===== config.mk =====
export PLATFORM = sky130hd
export DESIGN_NAME = main_fsm_flat
export DESIGN_NICKNAME = d
export VERILOG_FILES = /design/src/rtl/main_fsm_if.sv /design/src/rtl/main_fsm.sv /design/src/flat_wrapper.sv
export SDC_FILE = /design/constraint.sdc
export NUM_CORES = 1
export LEC_CHECK = 0
export ABC_AREA = 1
export CAP_MARGIN = 0
export CORE_MARGIN = 1.5
export CORE_UTILIZATION = 45
export CTS_CLUSTER_DIAMETER = 40
export DETAILED_ROUTE_END_ITERATION = 12
export PLACE_DENSITY = 0.7
export SYNTH_ARGS = -nofsm -noshare
export SYNTH_HDL_FRONTEND = slang
export SYNTH_SLANG_ARGS = --single-unit

===== constraint.sdc =====
create_clock -name clk -period 2.4 [get_ports clk]
set_clock_uncertainty 0.05 [all_clocks]
set_input_delay 0.24 -clock clk [delete_from_list [all_inputs] [get_ports clk]]
set_output_delay 0.24 -clock clk [all_outputs]
set_load 0.05 [all_outputs]

===== src/rtl/main_fsm_if.sv =====
// -----------------------------------------------------------------------------
// main_fsm_if
// Control bus between the multicycle main controller and the datapath.
//
// Parameter
//   CNT_W    width of the retired-instruction counter (must match main_fsm)
//
// Signals
//   op_code  [6:0]     opcode of the instruction register       (datapath -> fsm)
//   mem_ack            memory completes the current request     (datapath -> fsm)
//   mem_req            memory request, held until mem_ack       (fsm -> datapath)
//   adr_s              address select: 0 = PC, 1 = ALU result
//   ir_w, pc_w         instruction-register write, PC write
//   branch             branch evaluation cycle
//   jump     [1:0]     01 = sequential, 10 = jal, 11 = trap
//   dato_s   [1:0]     writeback select: 00 ALU, 01 memory, 10 PC+4, 11 CSR
//   mem_w              store strobe
//   alu_a    [1:0]     ALU operand A: 00 PC, 01 old PC, 10 rs1
//   alu_b    [1:0]     ALU operand B: 00 rs2, 01 immediate, 10 constant 4
//   reg_w              register-file write
//   sel      [1:0]     ALU decoder mode: 00 add, 01 branch, 10 funct
//   illegal            trap state active
//   state    [3:0]     current state encoding
//   instret  [CNT_W]   retired-instruction count
//
// Modports
//   master   the controller (drives the control outputs)
//   slave    the datapath / environment (drives op_code and mem_ack)
// -----------------------------------------------------------------------------
interface main_fsm_if #(
    parameter int CNT_W = 32
);
    logic [6:0]       op_code;
    logic             mem_ack;
    logic             mem_req;
    logic             adr_s;
    logic             ir_w;
    logic             pc_w;
    logic             branch;
    logic [1:0]       jump;
    logic [1:0]       dato_s;
    logic             mem_w;
    logic [1:0]       alu_a;
    logic [1:0]       alu_b;
    logic             reg_w;
    logic [1:0]       sel;
    logic             illegal;
    logic [3:0]       state;
    logic [CNT_W-1:0] instret;

    modport master (
        input  op_code, mem_ack,
        output mem_req, adr_s, ir_w, pc_w, branch, jump, dato_s, mem_w,
               alu_a, alu_b, reg_w, sel, illegal, state, instret
    );

    modport slave (
        output op_code, mem_ack,
        input  mem_req, adr_s, ir_w, pc_w, branch, jump, dato_s, mem_w,
               alu_a, alu_b, reg_w, sel, illegal, state, instret
    );
endinterface


===== src/rtl/main_fsm.sv =====
// -----------------------------------------------------------------------------
// main_fsm
// Moore control FSM of a multicycle RV32-style processor. Sequences fetch,
// decode, memory access, ALU execute/writeback, branch, jal and CSR steps,
// guards every memory wait with a timeout that lands in a sticky TRAP state,
// and counts retired instructions.
//
// Parameters
//   WAIT_MAX  maximum cycles a memory request may wait for mem_ack (default 15)
//   WAIT_W    width of the wait counter, WAIT_MAX < 2**WAIT_W      (default 4)
//   CNT_W     width of the retired-instruction counter              (default 32)
//
// Ports
//   clk       single clock, all state on the rising edge
//   rst       asynchronous, active-high reset
//   bus       main_fsm_if.master: op_code/mem_ack in, control outputs out
//
// Build option
//   MAIN_FSM_CSR_EN  when defined, opcode 115 executes through the CSR state;
//                    otherwise opcode 115 traps and the CSR state does not exist.
//
// Output timing
//   All control outputs except ir_w/pc_w come from a register loaded with the
//   decode of the next state, so they always match the current state exactly
//   and are glitch-free. ir_w and pc_w in FETCH must follow mem_ack within the
//   same cycle, so that term is the only combinational path to the outputs.
// -----------------------------------------------------------------------------
module main_fsm #(
    parameter int WAIT_MAX = 15,
    parameter int WAIT_W   = 4,
    parameter int CNT_W    = 32
) (
    input  logic      clk,
    input  logic      rst,
    main_fsm_if.master bus
);

    typedef enum logic [3:0] {
        ST_FETCH  = 4'd0,
        ST_DECODE = 4'd1,
        ST_MEMADR = 4'd2,
        ST_MEMRD  = 4'd3,
        ST_MEMWB  = 4'd4,
        ST_MEMWR  = 4'd5,
        ST_EXEC_R = 4'd6,
        ST_EXEC_I = 4'd7,
        ST_ALUWB  = 4'd8,
        ST_BRANCH = 4'd9,
        ST_JAL    = 4'd10,
`ifdef MAIN_FSM_CSR_EN
        ST_CSR    = 4'd11,
`endif
        ST_TRAP   = 4'd12
    } state_e;

    // Registered control word; pc_w here is only the unconditional (JAL) part.
    typedef struct packed {
        logic       mem_req;
        logic       adr_s;
        logic       pc_w;
        logic       branch;
        logic [1:0] jump;
        logic [1:0] dato_s;
        logic       mem_w;
        logic [1:0] alu_a;
        logic [1:0] alu_b;
        logic       reg_w;
        logic [1:0] sel;
        logic       illegal;
    } ctrl_t;

    localparam logic [6:0] OP_LOAD   = 7'd3;
    localparam logic [6:0] OP_STORE  = 7'd35;
    localparam logic [6:0] OP_RTYPE  = 7'd51;
    localparam logic [6:0] OP_ITYPE  = 7'd19;
    localparam logic [6:0] OP_BRANCH = 7'd99;
    localparam logic [6:0] OP_JAL    = 7'd111;
`ifdef MAIN_FSM_CSR_EN
    localparam logic [6:0] OP_SYSTEM = 7'd115;
`endif

    // Moore output table: anything not listed for a state is 0, jump is 01.
    function automatic ctrl_t decode_ctrl(input state_e st);
        ctrl_t ctrl_s;
        ctrl_s      = '0;
        ctrl_s.jump = 2'b01;
        case (st)
            ST_FETCH: begin
                ctrl_s.mem_req = 1'b1;
                ctrl_s.alu_b   = 2'b10;
            end
            ST_DECODE: begin
                ctrl_s.alu_a = 2'b01;
                ctrl_s.alu_b = 2'b01;
            end
            ST_MEMADR: begin
                ctrl_s.alu_a = 2'b10;
                ctrl_s.alu_b = 2'b01;
            end
            ST_MEMRD: begin
                ctrl_s.mem_req = 1'b1;
                ctrl_s.adr_s   = 1'b1;
            end
            ST_MEMWB: begin
                ctrl_s.dato_s = 2'b01;
                ctrl_s.reg_w  = 1'b1;
            end
            ST_MEMWR: begin
                ctrl_s.mem_req = 1'b1;
                ctrl_s.adr_s   = 1'b1;
                ctrl_s.mem_w   = 1'b1;
            end
            ST_EXEC_R: begin
                ctrl_s.alu_a = 2'b10;
                ctrl_s.alu_b = 2'b00;
                ctrl_s.sel   = 2'b10;
            end
            ST_EXEC_I: begin
                ctrl_s.alu_a = 2'b10;
                ctrl_s.alu_b = 2'b01;
                ctrl_s.sel   = 2'b10;
            end
            ST_ALUWB: begin
                ctrl_s.dato_s = 2'b00;
                ctrl_s.reg_w  = 1'b1;
            end
            ST_BRANCH: begin
                ctrl_s.branch = 1'b1;
                ctrl_s.alu_a  = 2'b10;
                ctrl_s.alu_b  = 2'b00;
                ctrl_s.sel    = 2'b01;
            end
            ST_JAL: begin
                ctrl_s.jump   = 2'b10;
                ctrl_s.pc_w   = 1'b1;
                ctrl_s.reg_w  = 1'b1;
                ctrl_s.dato_s = 2'b10;
            end
`ifdef MAIN_FSM_CSR_EN
            ST_CSR: begin
                ctrl_s.reg_w  = 1'b1;
                ctrl_s.dato_s = 2'b11;
            end
`endif
            ST_TRAP: begin
                ctrl_s.illegal = 1'b1;
                ctrl_s.jump    = 2'b11;
            end
            default: begin
                ctrl_s.jump = 2'b01;
            end
        endcase
        return ctrl_s;
    endfunction

    state_e             state_r;
    state_e             next_s;
    ctrl_t              ctrl_r;
    logic [WAIT_W-1:0]  wait_r;
    logic [CNT_W-1:0]   instret_r;
    logic               mem_req_s;
    logic               timeout_s;
    logic               retire_s;
    logic               fetch_ack_s;

    // Memory-request states and the wait timeout derived from the current state.
    always_comb begin
        mem_req_s   = 1'b0;
        fetch_ack_s = 1'b0;
        if ((state_r == ST_FETCH) || (state_r == ST_MEMRD) || (state_r == ST_MEMWR)) begin
            mem_req_s = 1'b1;
        end else begin
            mem_req_s = 1'b0;
        end
        if (state_r == ST_FETCH) begin
            fetch_ack_s = bus.mem_ack;
        end else begin
            fetch_ack_s = 1'b0;
        end
        // An acknowledge in the limit cycle wins over the timeout.
        timeout_s = mem_req_s && !bus.mem_ack && (wait_r == WAIT_W'(WAIT_MAX));
    end

    // Next-state logic.
    always_comb begin
        next_s = state_r;
        case (state_r)
            ST_FETCH: begin
                if (bus.mem_ack) begin
                    next_s = ST_DECODE;
                end else if (timeout_s) begin
                    next_s = ST_TRAP;
                end else begin
                    next_s = ST_FETCH;
                end
            end
            ST_DECODE: begin
                case (bus.op_code)
                    OP_LOAD, OP_STORE: next_s = ST_MEMADR;
                    OP_RTYPE:          next_s = ST_EXEC_R;
                    OP_ITYPE:          next_s = ST_EXEC_I;
                    OP_BRANCH:         next_s = ST_BRANCH;
                    OP_JAL:            next_s = ST_JAL;
`ifdef MAIN_FSM_CSR_EN
                    OP_SYSTEM:         next_s = ST_CSR;
`endif
                    default:           next_s = ST_TRAP;
                endcase
            end
            ST_MEMADR: begin
                if (bus.op_code == OP_LOAD) begin
                    next_s = ST_MEMRD;
                end else begin
                    next_s = ST_MEMWR;
                end
            end
            ST_MEMRD: begin
                if (bus.mem_ack) begin
                    next_s = ST_MEMWB;
                end else if (timeout_s) begin
                    next_s = ST_TRAP;
                end else begin
                    next_s = ST_MEMRD;
                end
            end
            ST_MEMWR: begin
                if (bus.mem_ack) begin
                    next_s = ST_FETCH;
                end else if (timeout_s) begin
                    next_s = ST_TRAP;
                end else begin
                    next_s = ST_MEMWR;
                end
            end
            ST_MEMWB:  next_s = ST_FETCH;
            ST_EXEC_R: next_s = ST_ALUWB;
            ST_EXEC_I: next_s = ST_ALUWB;
            ST_ALUWB:  next_s = ST_FETCH;
            ST_BRANCH: next_s = ST_FETCH;
            ST_JAL:    next_s = ST_FETCH;
`ifdef MAIN_FSM_CSR_EN
            ST_CSR:    next_s = ST_FETCH;
`endif
            ST_TRAP:   next_s = ST_TRAP;
            // Unused encodings fall into the trap.
            default:   next_s = ST_TRAP;
        endcase
        // Only an instruction that completes normally counts as retired.
        retire_s = (next_s == ST_FETCH) && (state_r != ST_FETCH) && (state_r != ST_TRAP);
    end

    // State register and registered control word.
    always_ff @(posedge clk or posedge rst) begin
        if (rst) begin
            state_r <= ST_FETCH;
            ctrl_r  <= decode_ctrl(ST_FETCH);
        end else begin
            state_r <= next_s;
            ctrl_r  <= decode_ctrl(next_s);
        end
    end

    // Memory wait counter; any state change restarts it, so every request
    // state is entered with a zero count.
    always_ff @(posedge clk or posedge rst) begin
        if (rst) begin
            wait_r <= '0;
        end else if ((next_s != state_r) || bus.mem_ack) begin
            wait_r <= '0;
        end else if (mem_req_s) begin
            wait_r <= wait_r + WAIT_W'(1);
        end else begin
            wait_r <= wait_r;
        end
    end

    // Retired-instruction counter, wraps naturally at 2**CNT_W.
    always_ff @(posedge clk or posedge rst) begin
        if (rst) begin
            instret_r <= '0;
        end else if (retire_s) begin
            instret_r <= instret_r + CNT_W'(1);
        end else begin
            instret_r <= instret_r;
        end
    end

    assign bus.mem_req = ctrl_r.mem_req;
    assign bus.adr_s   = ctrl_r.adr_s;
    assign bus.ir_w    = fetch_ack_s;
    assign bus.pc_w    = ctrl_r.pc_w | fetch_ack_s;
    assign bus.branch  = ctrl_r.branch;
    assign bus.jump    = ctrl_r.jump;
    assign bus.dato_s  = ctrl_r.dato_s;
    assign bus.mem_w   = ctrl_r.mem_w;
    assign bus.alu_a   = ctrl_r.alu_a;
    assign bus.alu_b   = ctrl_r.alu_b;
    assign bus.reg_w   = ctrl_r.reg_w;
    assign bus.sel     = ctrl_r.sel;
    assign bus.illegal = ctrl_r.illegal;
    assign bus.state   = state_r;
    assign bus.instret = instret_r;

endmodule


===== src/flat_wrapper.sv =====
// flat-port wrapper written by rule: the top's interface ports become plain ports
module main_fsm_flat 
#(
    parameter int WAIT_MAX = 15,
    parameter int WAIT_W   = 4,
    parameter int CNT_W    = 32
)
  (clk, rst, bus_op_code, bus_mem_ack, bus_mem_req, bus_adr_s, bus_ir_w, bus_pc_w, bus_branch, bus_jump, bus_dato_s, bus_mem_w, bus_alu_a, bus_alu_b, bus_reg_w, bus_sel, bus_illegal, bus_state, bus_instret);
  main_fsm_if #(.CNT_W(CNT_W)) bus_i ();
  input  logic clk;
  input  logic rst;
  input wire logic [$bits(bus_i.op_code)-1:0] bus_op_code;
  input wire logic [$bits(bus_i.mem_ack)-1:0] bus_mem_ack;
  output wire logic [$bits(bus_i.mem_req)-1:0] bus_mem_req;
  output wire logic [$bits(bus_i.adr_s)-1:0] bus_adr_s;
  output wire logic [$bits(bus_i.ir_w)-1:0] bus_ir_w;
  output wire logic [$bits(bus_i.pc_w)-1:0] bus_pc_w;
  output wire logic [$bits(bus_i.branch)-1:0] bus_branch;
  output wire logic [$bits(bus_i.jump)-1:0] bus_jump;
  output wire logic [$bits(bus_i.dato_s)-1:0] bus_dato_s;
  output wire logic [$bits(bus_i.mem_w)-1:0] bus_mem_w;
  output wire logic [$bits(bus_i.alu_a)-1:0] bus_alu_a;
  output wire logic [$bits(bus_i.alu_b)-1:0] bus_alu_b;
  output wire logic [$bits(bus_i.reg_w)-1:0] bus_reg_w;
  output wire logic [$bits(bus_i.sel)-1:0] bus_sel;
  output wire logic [$bits(bus_i.illegal)-1:0] bus_illegal;
  output wire logic [$bits(bus_i.state)-1:0] bus_state;
  output wire logic [$bits(bus_i.instret)-1:0] bus_instret;
  assign bus_i.op_code = bus_op_code;
  assign bus_i.mem_ack = bus_mem_ack;
  assign bus_mem_req = bus_i.mem_req;
  assign bus_adr_s = bus_i.adr_s;
  assign bus_ir_w = bus_i.ir_w;
  assign bus_pc_w = bus_i.pc_w;
  assign bus_branch = bus_i.branch;
  assign bus_jump = bus_i.jump;
  assign bus_dato_s = bus_i.dato_s;
  assign bus_mem_w = bus_i.mem_w;
  assign bus_alu_a = bus_i.alu_a;
  assign bus_alu_b = bus_i.alu_b;
  assign bus_reg_w = bus_i.reg_w;
  assign bus_sel = bus_i.sel;
  assign bus_illegal = bus_i.illegal;
  assign bus_state = bus_i.state;
  assign bus_instret = bus_i.instret;
  main_fsm #(.WAIT_MAX(WAIT_MAX), .WAIT_W(WAIT_W), .CNT_W(CNT_W)) u_core (.clk(clk), .rst(rst), .bus(bus_i));
endmodule

==> metrics.txt, run 1 <==
# TYPE chip_impl_metric gauge
chip_impl_metric{name="dpl.hpwl",unit="um"} 6530
chip_impl_metric{name="wire_length_of_the_first_global_routing_pass",unit="um"} 14100
chip_impl_info{name="clock_tree.root_cell",value="clkbuf_8"} 1
chip_impl_metric{name="total_power",unit="mW"} 3.80
chip_impl_metric{name="ctsLongestPathBuffers",unit=""} 2
chip_impl_info{name="worst-setup-path-type",value="reg2reg"} 1
chip_impl_info{name="cp_cell_sequence",value="inv_1, nand2_1, nor2_2, nand3_1, nand3_1, nor2_1, nand2_2, nor2_8, nand3_4, nand2_1, nand2_1"} 1
chip_impl_metric{name="cts_post_setup_buffers_inserted",unit=""} 0
chip_impl_metric{name="floorplan.core_area",unit="mm2"} 0.00733
chip_impl_metric{name="post_route_cells_drive_above_1_share",unit=""} 0.0863
chip_impl_metric{name="timing_worst_slew_pin_value",unit="ns"} 0.541
chip_impl_info{name="dominantRegCellSynth",value="dfrtp_1"} 1
chip_impl_metric{name="synth-edff-count",unit=""} 0
chip_impl_metric{name="place.gp.congestion",unit=""} 0.904
chip_impl_metric{name="area.growth.synth_to_final",unit="%"} 24.7
chip_impl_metric{name="arrival_worst_endpoint",unit="ns"} 2.29
chip_impl_info{name="cpMostUsedCell",value="nand2_1"} 1
chip_impl_metric{name="pre_cts_slack",unit="ns"} -0.00177
chip_impl_metric{name="placement.io_buffers",unit=""} 63
chip_impl_info{name="tritoncts",value="built"} 1
chip_impl_info{name="worst_path_max_delay_cell",value="dfrtp_1"} 1
chip_impl_metric{name="cts_sinks",unit=""} 55
chip_impl_metric{name="start_util",unit=""} 0.470
chip_impl_metric{name="final-seq-area",unit="mm2"} 0.00138
chip_impl_metric{name="top_level_ports",unit=""} 64
chip_impl_metric{name="design.die.area",unit="mm2"} 0.00819
chip_impl_metric{name="total_number_of_yosys_warnings",unit=""} 0
chip_impl_metric{name="synth_fp_nets",unit=""} 480
chip_impl_metric{name="ff2ff_path_depth",unit=""} 11
chip_impl_metric{name="overflow",unit=""} 0
chip_impl_metric{name="maxSlewHeadroom",unit=""} 0.639
chip_impl_metric{name="first_global_vias",unit=""} 2968
chip_impl_metric{name="critPathMaxFanout",unit=""} 16
chip_impl_metric{name="syn-instance-count",unit=""} 468
chip_impl_metric{name="drtIter0Drc",unit=""} 188
chip_impl_metric{name="synth_async_sr_flop_share",unit=""} 1.00
chip_impl_metric{name="period_needed",unit="ns"} 2.13
chip_impl_metric{name="synth_cell_type_count",unit=""} 28
chip_impl_info{name="post_synth_most_frequent_cells",value="161 x nand2_1, 52 x dfrtp_1, 46 x nor2_1, 42 x inv_1, 36 x nand4_1"} 1
chip_impl_metric{name="cp.required",unit="ns"} 2.56
chip_impl_metric{name="count_of_maximum_capacitance_violations",unit=""} 0
chip_impl_metric{name="synth.yosys.seq_area_share",unit=""} 0.401
chip_impl_metric{name="final_net_count",unit=""} 544
chip_impl_metric{name="finish.cell_count_without_fillers",unit=""} 632
chip_impl_metric{name="timing.critical_path.slowest_cell_delay",unit="ns"} 0.51
chip_impl_metric{name="num_antenna_cells",unit=""} 0
chip_impl_metric{name="finalWirelength",unit="um"} 8560
chip_impl_metric{name="timing.final.hold_violations",unit=""} 0
chip_impl_metric{name="post-route-drc-count",unit=""} 0
chip_impl_metric{name="grt_util_all_layers",unit=""} 0.210
chip_impl_metric{name="cts_inserted_buffers",unit=""} 5
chip_impl_metric{name="clk_pin_slew",unit="ns"} 0.10
chip_impl_metric{name="route.antenna.remaining_nets",unit=""} 0
chip_impl_metric{name="initial_antenna_violation_count",unit=""} 0
chip_impl_metric{name="cts_hold_buf",unit=""} 0
chip_impl_info{name="status",value="complete, no violations"} 1
chip_impl_metric{name="synthesis.area",unit="mm2"} 0.00344
chip_impl_metric{name="row_count",unit=""} 31
chip_impl_info{name="post_synthesis_cell_type_with_the_largest_combined_area",value="dfrtp_1"} 1
chip_impl_metric{name="total_leakage_power",unit="nW"} 2.12
chip_impl_metric{name="dp.cells",unit=""} 623
chip_impl_metric{name="die_w",unit="um"} 90.5
chip_impl_metric{name="final_slew_violations",unit=""} 0
chip_impl_metric{name="multiInputGateArea",unit="mm2"} 0.00180
chip_impl_info{name="critPathLaunchType",value="register"} 1
chip_impl_metric{name="worst_skew_pair_latency",unit="ns"} 0.30
chip_impl_metric{name="synth.avg_cell_area",unit="um2"} 7.36
chip_impl_metric{name="fillerInstances",unit=""} 687
chip_impl_info{name="worstReg2RegStart",value="u_core.bus.state[3]"} 1
chip_impl_metric{name="routed-via-count",unit=""} 3241
chip_impl_metric{name="wl_per_cell",unit="um"} 13.5
chip_impl_metric{name="post-synth-top-area-fraction",unit=""} 0.378
chip_impl_metric{name="h_tree_depth",unit=""} 2
chip_impl_metric{name="pwr_density_cell",unit="mW/mm2"} 885
chip_impl_info{name="hold_path_class",value="in2async"} 1
chip_impl_metric{name="grt_start_max_net_pins",unit=""} 34
chip_impl_metric{name="period_share",unit=""} 0.889
chip_impl_info{name="regToRegEndpoint",value="u_core.bus.instret[22]"} 1
chip_impl_metric{name="detailedRoute.firstPassIterationCount",unit=""} 5
chip_impl_metric{name="finalCoreUtilization",unit=""} 0.586
chip_impl_metric{name="ir_drop",unit="V"} 0.000805
chip_impl_metric{name="post_drt_via_cell_ratio",unit=""} 5.13
chip_impl_info{name="top_cells_by_area_in_the_synthesized_netlist",value="dfrtp_1 38%, nand2_1 18%, nand4_1 6.5%, nor2_1 5.0%, xor2_1 4.8%"} 1
chip_impl_metric{name="finalSetupViolations",unit=""} 0
chip_impl_metric{name="finalHoldWorstSlack",unit="ns"} 0.245
chip_impl_info{name="yosysMostFrequentCell",value="nand2_1"} 1
chip_impl_metric{name="die_h",unit="um"} 90.5
chip_impl_metric{name="worst-path-buf-inv",unit=""} 1
chip_impl_metric{name="ys_ff_latch",unit=""} 55
chip_impl_info{name="rsz_0062_raised_after_global_routing",value="false"} 1
chip_impl_metric{name="fmaxAchievable",unit="GHz"} 0.469
chip_impl_info{name="end_kind",value="register"} 1
chip_impl_metric{name="ff2ff_setup_slack",unit="ns"} 0.27
chip_impl_info{name="critical-path-top-delay-family",value="simple AND/OR/NAND/NOR gates"} 1
chip_impl_metric{name="final_critical_path_setup_slack",unit="ns"} 0.267
[placed cells by master, fill, tap and decap left out]
cell type,n
a21oi_1,2
inv_2,8
inv_1,41
nor2_2,3
xnor2_1,12
o211ai_1,1
buf_12,3
nand4_1,36
xor2_1,19
nand3_2,1
nor3_1,18
nor2_1,46
nor2_8,2
nand3_1,30
clkinv_2,1
dfstp_2,3
nand2_4,2
clkdlybuf4s50_1,61
clkbuf_8,5
nand3_4,4
nand2_1,161
nand2_2,4
buf_4,6
dfrtp_1,52
clkinvlp_4,2
nand3b_1,5
mux2_2,1
o21ai_0,1
ha_1,2
or2_2,1
[final cells by class]
type / instances / area share
Sequential cell: 55 / 0.321
Tap cell: 99 / 0.0288
Timing Repair Buffer: 70 / 0.167
Inverter: 49 / 0.0428
Clock inverter: 3 / 0.00466
Clock buffer: 5 / 0.0160
Multi-Input combinational cell: 351 / 0.420
[through the flow]
stage	setup TNS, ns	area (um2)
detailed placement	-0.00177	4190
finish	0	4300
CTS	0	4280
global placement	0	4190
floorplan	0	3440
global route	0	4300
[sequential cells by signal, indices dropped and copies added (netlist names), 2 cells and up]
register and flops:
u_core.bus.alu_b 2, u_core.wait_r 4, u_core.bus.alu_a 2, u_core.bus.state 4
u_core.bus.instret 32, u_core.bus.jump 2, u_core.bus.sel 2
[worst register-to-register path, stage by stage, from the launching register on]
cell	delay [ns]
dfrtp_1	0.51
inv_1	0.10
nand2_1	0.12
nor2_2	0.07
nand3_1	0.12
nand3_1	0.09
nor2_1	0.19
nand2_2	0.16
nor2_8	0.18
nand3_4	0.24
nand2_1	0.14
nand2_1	0.05
[layer usage]
metal	GRT usage	routed length, um	up-vias
li1	-	-	1633
met1	0.309	4240	1525
met2	0.328	3960	77
met3	0.0303	297	6
met4	0.0410	64	0
met5	0	0	-
[cells by family (layout without fill, tap and decap cells)]
kind of cell    Yosys count  count (layout)  synth area share
simple gates            312             313             0.422
mux                       1               1           0.00327
flops                    55              55             0.401
compound gates            4               4           0.00654
xor+xnor                 31              31            0.0788
buf+inv                  63             127            0.0810
fa+ha+maj                 2               2           0.00726
[worst max-delay path by stage]
| stage | from | to | slack [ns] | depth (start not counted) |
|---|---|---|---|---|
| 3_5_place_dp | bus_op_code[3] | u_core.bus.instret[14] | -0.002 | 9 |
| 4_1_cts | u_core.bus.state[3] | u_core.bus.instret[14] | 0.17 | 10 |
| 5_1_grt | u_core.bus.state[3] | u_core.bus.instret[26] | 0.03 | 11 |
| 3_3_place_gp | bus_op_code[3] | u_core.bus.instret[24] | 0.04 | 9 |
| 2_1_floorplan | u_core.bus.state[1] | u_core.bus.instret[26] | 0.18 | 13 |
| 6_report | u_core.bus.state[3] | u_core.bus.instret[22] | 0.27 | 11 |
[timing repair]
item | in CTS | in global routing
resized for setup | 0 | 1
endpoints found under the hold margin | 0 | 0
setup endpoints to repair | 0 | 32
[where the power goes]
group | leakage, nW | switching, mW | internal [mW] | total (mW)
combinational | 1.33 | 1.49 | 0.622 | 2.12
clock | 0.0402 | 0.303 | 0.204 | 0.506
sequential | 0.746 | 0.122 | 1.06 | 1.18
(Power assumes the default switching activity.)
==> inputs of run 2 (changes only) <==
--- a/config.mk
+++ b/config.mk
@@ -6,7 +6,6 @@
 export NUM_CORES = 1
 export LEC_CHECK = 0
 export ABC_AREA = 1
-export CAP_MARGIN = 0
 export CORE_MARGIN = 1.5
 export CORE_UTILIZATION = 45
 export CTS_CLUSTER_DIAMETER = 40
==> results of run 2 <==
Final layout, timing and power as in run 1 (identical DEF).
==> inputs of run 3 (changes only) <==
--- a/config.mk
+++ b/config.mk
@@ -6,11 +6,13 @@
 export NUM_CORES = 1
 export LEC_CHECK = 0
 export ABC_AREA = 1
+export CAP_MARGIN = 20
 export CORE_MARGIN = 1.5
 export CORE_UTILIZATION = 45
 export CTS_CLUSTER_DIAMETER = 40
 export DETAILED_ROUTE_END_ITERATION = 12
 export PLACE_DENSITY = 0.7
+export RECOVER_POWER = 25
 export SYNTH_ARGS = -nofsm -noshare
 export SYNTH_HDL_FRONTEND = slang
 export SYNTH_SLANG_ARGS = --single-unit
==> run 3 against run 2 <==
Compared with the run above: clock power about the same; hold slack better by 0.26 ns; power about the same; critical path type unchanged; largest cell class unchanged; largest power group unchanged.
==> metrics.txt, run 3 (same netlist as run 1, synthesis figures left out) <==
# TYPE chip_impl_metric gauge
chip_impl_info{name="clock_tree.root_cell",value="clkbuf_8"} 1
chip_impl_metric{name="timing_worst_slew_pin_value",unit="ns"} 0.927
chip_impl_metric{name="fmaxAchievable",unit="GHz"} 0.467
chip_impl_metric{name="placement.cell_area",unit="mm2"} 0.00419
chip_impl_metric{name="cts_post_setup_buffers_inserted",unit=""} 0
chip_impl_metric{name="cell_internal_pwr",unit="mW"} 1.88
chip_impl_info{name="tritoncts",value="built"} 1
chip_impl_metric{name="critPathMaxFanout",unit=""} 16
chip_impl_metric{name="h_tree_depth",unit=""} 2
chip_impl_metric{name="post-route-drc-count",unit=""} 0
chip_impl_metric{name="wl_per_cell",unit="um"} 13.5
chip_impl_info{name="regToRegEndpoint",value="u_core.bus.instret[14]"} 1
chip_impl_metric{name="combinational_share_of_power",unit=""} 0.556
chip_impl_info{name="cp-startpoint",value="u_core.bus.state[3]"} 1
chip_impl_metric{name="detailedRoute.firstPassIterationCount",unit=""} 4
chip_impl_metric{name="finalWirelength",unit="um"} 8520
chip_impl_metric{name="wire_length_of_the_first_global_routing_pass",unit="um"} 14100
chip_impl_metric{name="count_of_maximum_capacitance_violations",unit=""} 0
chip_impl_metric{name="top_level_ports",unit=""} 64
chip_impl_metric{name="overflow",unit=""} 0
chip_impl_metric{name="total_leakage_power",unit="nW"} 2.11
chip_impl_info{name="end_kind",value="register"} 1
chip_impl_info{name="status",value="complete, no violations"} 1
chip_impl_metric{name="row_count",unit=""} 31
chip_impl_metric{name="worst-path-buf-inv",unit=""} 1
chip_impl_metric{name="cts_sinks",unit=""} 55
chip_impl_metric{name="routed-via-count",unit=""} 3211
chip_impl_info{name="mostFrequentLayoutCells",value="161 x nand2_1, 60 x clkdlybuf4s50_1, 52 x dfrtp_1"} 1
chip_impl_info{name="cpMostUsedCell",value="nand2_1"} 1
chip_impl_metric{name="place.gp.congestion",unit=""} 0.904
chip_impl_info{name="cp_cell_sequence",value="inv_1, nand2_1, nor2_2, nand3_1, nand3_1, nor2_1, nand2_2, nor2_8, nand3_4, nand2_1, nand2_1"} 1
chip_impl_metric{name="cp.required",unit="ns"} 2.55
chip_impl_info{name="worstReg2RegStart",value="u_core.bus.state[3]"} 1
chip_impl_metric{name="route.antenna.remaining_nets",unit=""} 0
chip_impl_metric{name="finalHoldWorstSlack",unit="ns"} 0.503
chip_impl_metric{name="grt_util_all_layers",unit=""} 0.210
chip_impl_metric{name="pwr_density_cell",unit="mW/mm2"} 888
chip_impl_info{name="layout.cells.most_common",value="nand2_1"} 1
chip_impl_metric{name="min_delay_path_depth",unit=""} 2
chip_impl_metric{name="area.growth.synth_to_final",unit="%"} 24.3
chip_impl_metric{name="final_net_count",unit=""} 544
chip_impl_metric{name="clk_pin_slew",unit="ns"} 0.10
chip_impl_metric{name="drtIter0Drc",unit=""} 168
chip_impl_metric{name="first_global_vias",unit=""} 2968
chip_impl_metric{name="finalCoreUtilization",unit=""} 0.584
chip_impl_metric{name="ff2ff_path_depth",unit=""} 11
chip_impl_info{name="critPathLaunchType",value="register"} 1
chip_impl_metric{name="design.die.area",unit="mm2"} 0.00819
chip_impl_metric{name="timing.final.hold_violations",unit=""} 0
chip_impl_metric{name="sw_frac",unit=""} 0.505
chip_impl_info{name="worst-setup-path-type",value="reg2reg"} 1
chip_impl_metric{name="num_antenna_cells",unit=""} 0
chip_impl_metric{name="net-switching-power",unit="mW"} 1.92
chip_impl_info{name="rsz_0062_raised_after_global_routing",value="false"} 1
chip_impl_metric{name="worst_skew_pair_latency",unit="ns"} 0.31
chip_impl_metric{name="floorplan.core_area",unit="mm2"} 0.00733
chip_impl_metric{name="start_util",unit=""} 0.470
chip_impl_metric{name="maxSlewHeadroom",unit=""} 0.381
chip_impl_metric{name="arrival_worst_endpoint",unit="ns"} 2.30
chip_impl_metric{name="die_h",unit="um"} 90.5
chip_impl_metric{name="post_route_cells_drive_above_1_share",unit=""} 0.0844
chip_impl_metric{name="ff2ff_setup_slack",unit="ns"} 0.26
chip_impl_metric{name="critical_path_cell_count",unit=""} 11
chip_impl_metric{name="period_share",unit=""} 0.893
chip_impl_metric{name="initial_antenna_violation_count",unit=""} 0
chip_impl_metric{name="placement.io_buffers",unit=""} 63
chip_impl_info{name="endpoint",value="u_core.bus.instret[14]"} 1
chip_impl_metric{name="cts_inserted_buffers",unit=""} 5
chip_impl_info{name="critical-path-top-delay-family",value="simple AND/OR/NAND/NOR gates"} 1
chip_impl_metric{name="ctsLongestPathBuffers",unit=""} 2
chip_impl_metric{name="post_drt_via_cell_ratio",unit=""} 5.08
chip_impl_metric{name="finalSetupViolations",unit=""} 0
chip_impl_metric{name="die_w",unit="um"} 90.5
chip_impl_info{name="hold_path_class",value="reg2reg"} 1
chip_impl_metric{name="final_slew_violations",unit=""} 0
chip_impl_metric{name="period_needed",unit="ns"} 2.14
chip_impl_metric{name="sequential_cell_fraction_of_total_power",unit=""} 0.311
chip_impl_metric{name="timing.critical_path.slowest_cell_delay",unit="ns"} 0.51
chip_impl_metric{name="grt_start_max_net_pins",unit=""} 34
chip_impl_metric{name="pwr-share-clk",unit=""} 0.134
chip_impl_metric{name="dpl.hpwl",unit="um"} 6530
chip_impl_metric{name="ir_drop",unit="V"} 0.000816
chip_impl_metric{name="layout.cell_area.non_filler",unit="mm2"} 0.00428
chip_impl_info{name="worst_path_max_delay_cell",value="dfrtp_1"} 1
chip_impl_metric{name="largest_register_ffs",unit=""} 32
## run 3: timing repair
| item | CTS | global route |
|---|---|---|
| hold buffers | 0 | 0 |
| endpoints found under the setup margin | 0 | 32 |
| gates resized for setup | 0 | 1 |
## run 3: worst register-to-register path: cells and delay by family (launching register included)
family	cells	cell delay [ns]
buf+inv	1	0.10
simple gates	10	1.37
flops	1	0.51
## run 3: per-layer routing
| metal | routed length, um | part of all wire | GRT usage | vias to the layer above |
|---|---|---|---|---|
| met4 | 66 | 0.0077 | 0.0410 | 0 |
| met1 | 4170 | 0.49 | 0.309 | 1493 |
| met2 | 3940 | 0.46 | 0.328 | 78 |
| li1 | - | - | - | 1634 |
| met5 | 0 | 0 | 0 | - |
| met3 | 343 | 0.040 | 0.0303 | 6 |
## run 3: power by group through the flow
stage          Clock, mW  Combinational (mW)  Sequential [mW]
6_report           0.509                2.11             1.18
5_1_grt            0.562                2.28             1.20
4_1_cts            0.524                2.04             1.18
3_5_place_dp           0                2.03             1.20
3_3_place_gp           0                2.02             1.20
2_1_floorplan          0                1.20             1.55
## run 3: worst min-delay path by stage
stage	from	end	slack (ns)
after floorplan	bus_mem_ack	u_core.bus.alu_a[0]	0.32
after global placement	u_core.bus.instret[31]	u_core.bus.instret[31]	0.47
after detailed placement	u_core.bus.instret[31]	u_core.bus.instret[31]	0.48
after CTS	rst	u_core.bus.instret[3]	0.27
after global routing	u_core.bus.instret[31]	u_core.bus.instret[31]	0.56
final	u_core.bus.instret[31]	u_core.bus.instret[31]	0.50
## run 3: layout make-up
class                      instances  area [um2]
fill                             688        3050
multi-input combinational        351        1800
sequential                        55        1380
timing repair buffer              70         701
inverter                          49         184
tap                               99         124
clock buffer                       5        68.8
clock inverter                     3        20.0
## run 3: stage by stage
step | std cells | setup WS [ns] | TNS (ns) | total power [mW]
finish | 632 | 0.257 | 0 | 3.80
global route | 632 | 0.0256 | 0 | 4.04
global placement | 623 | 0.0402 | 0 | 3.22
CTS | 631 | 0.172 | 0 | 3.74
floorplan | 468 | 0.180 | 0 | 2.74
detailed placement | 623 | -0.00177 | -0.00177 | 3.23
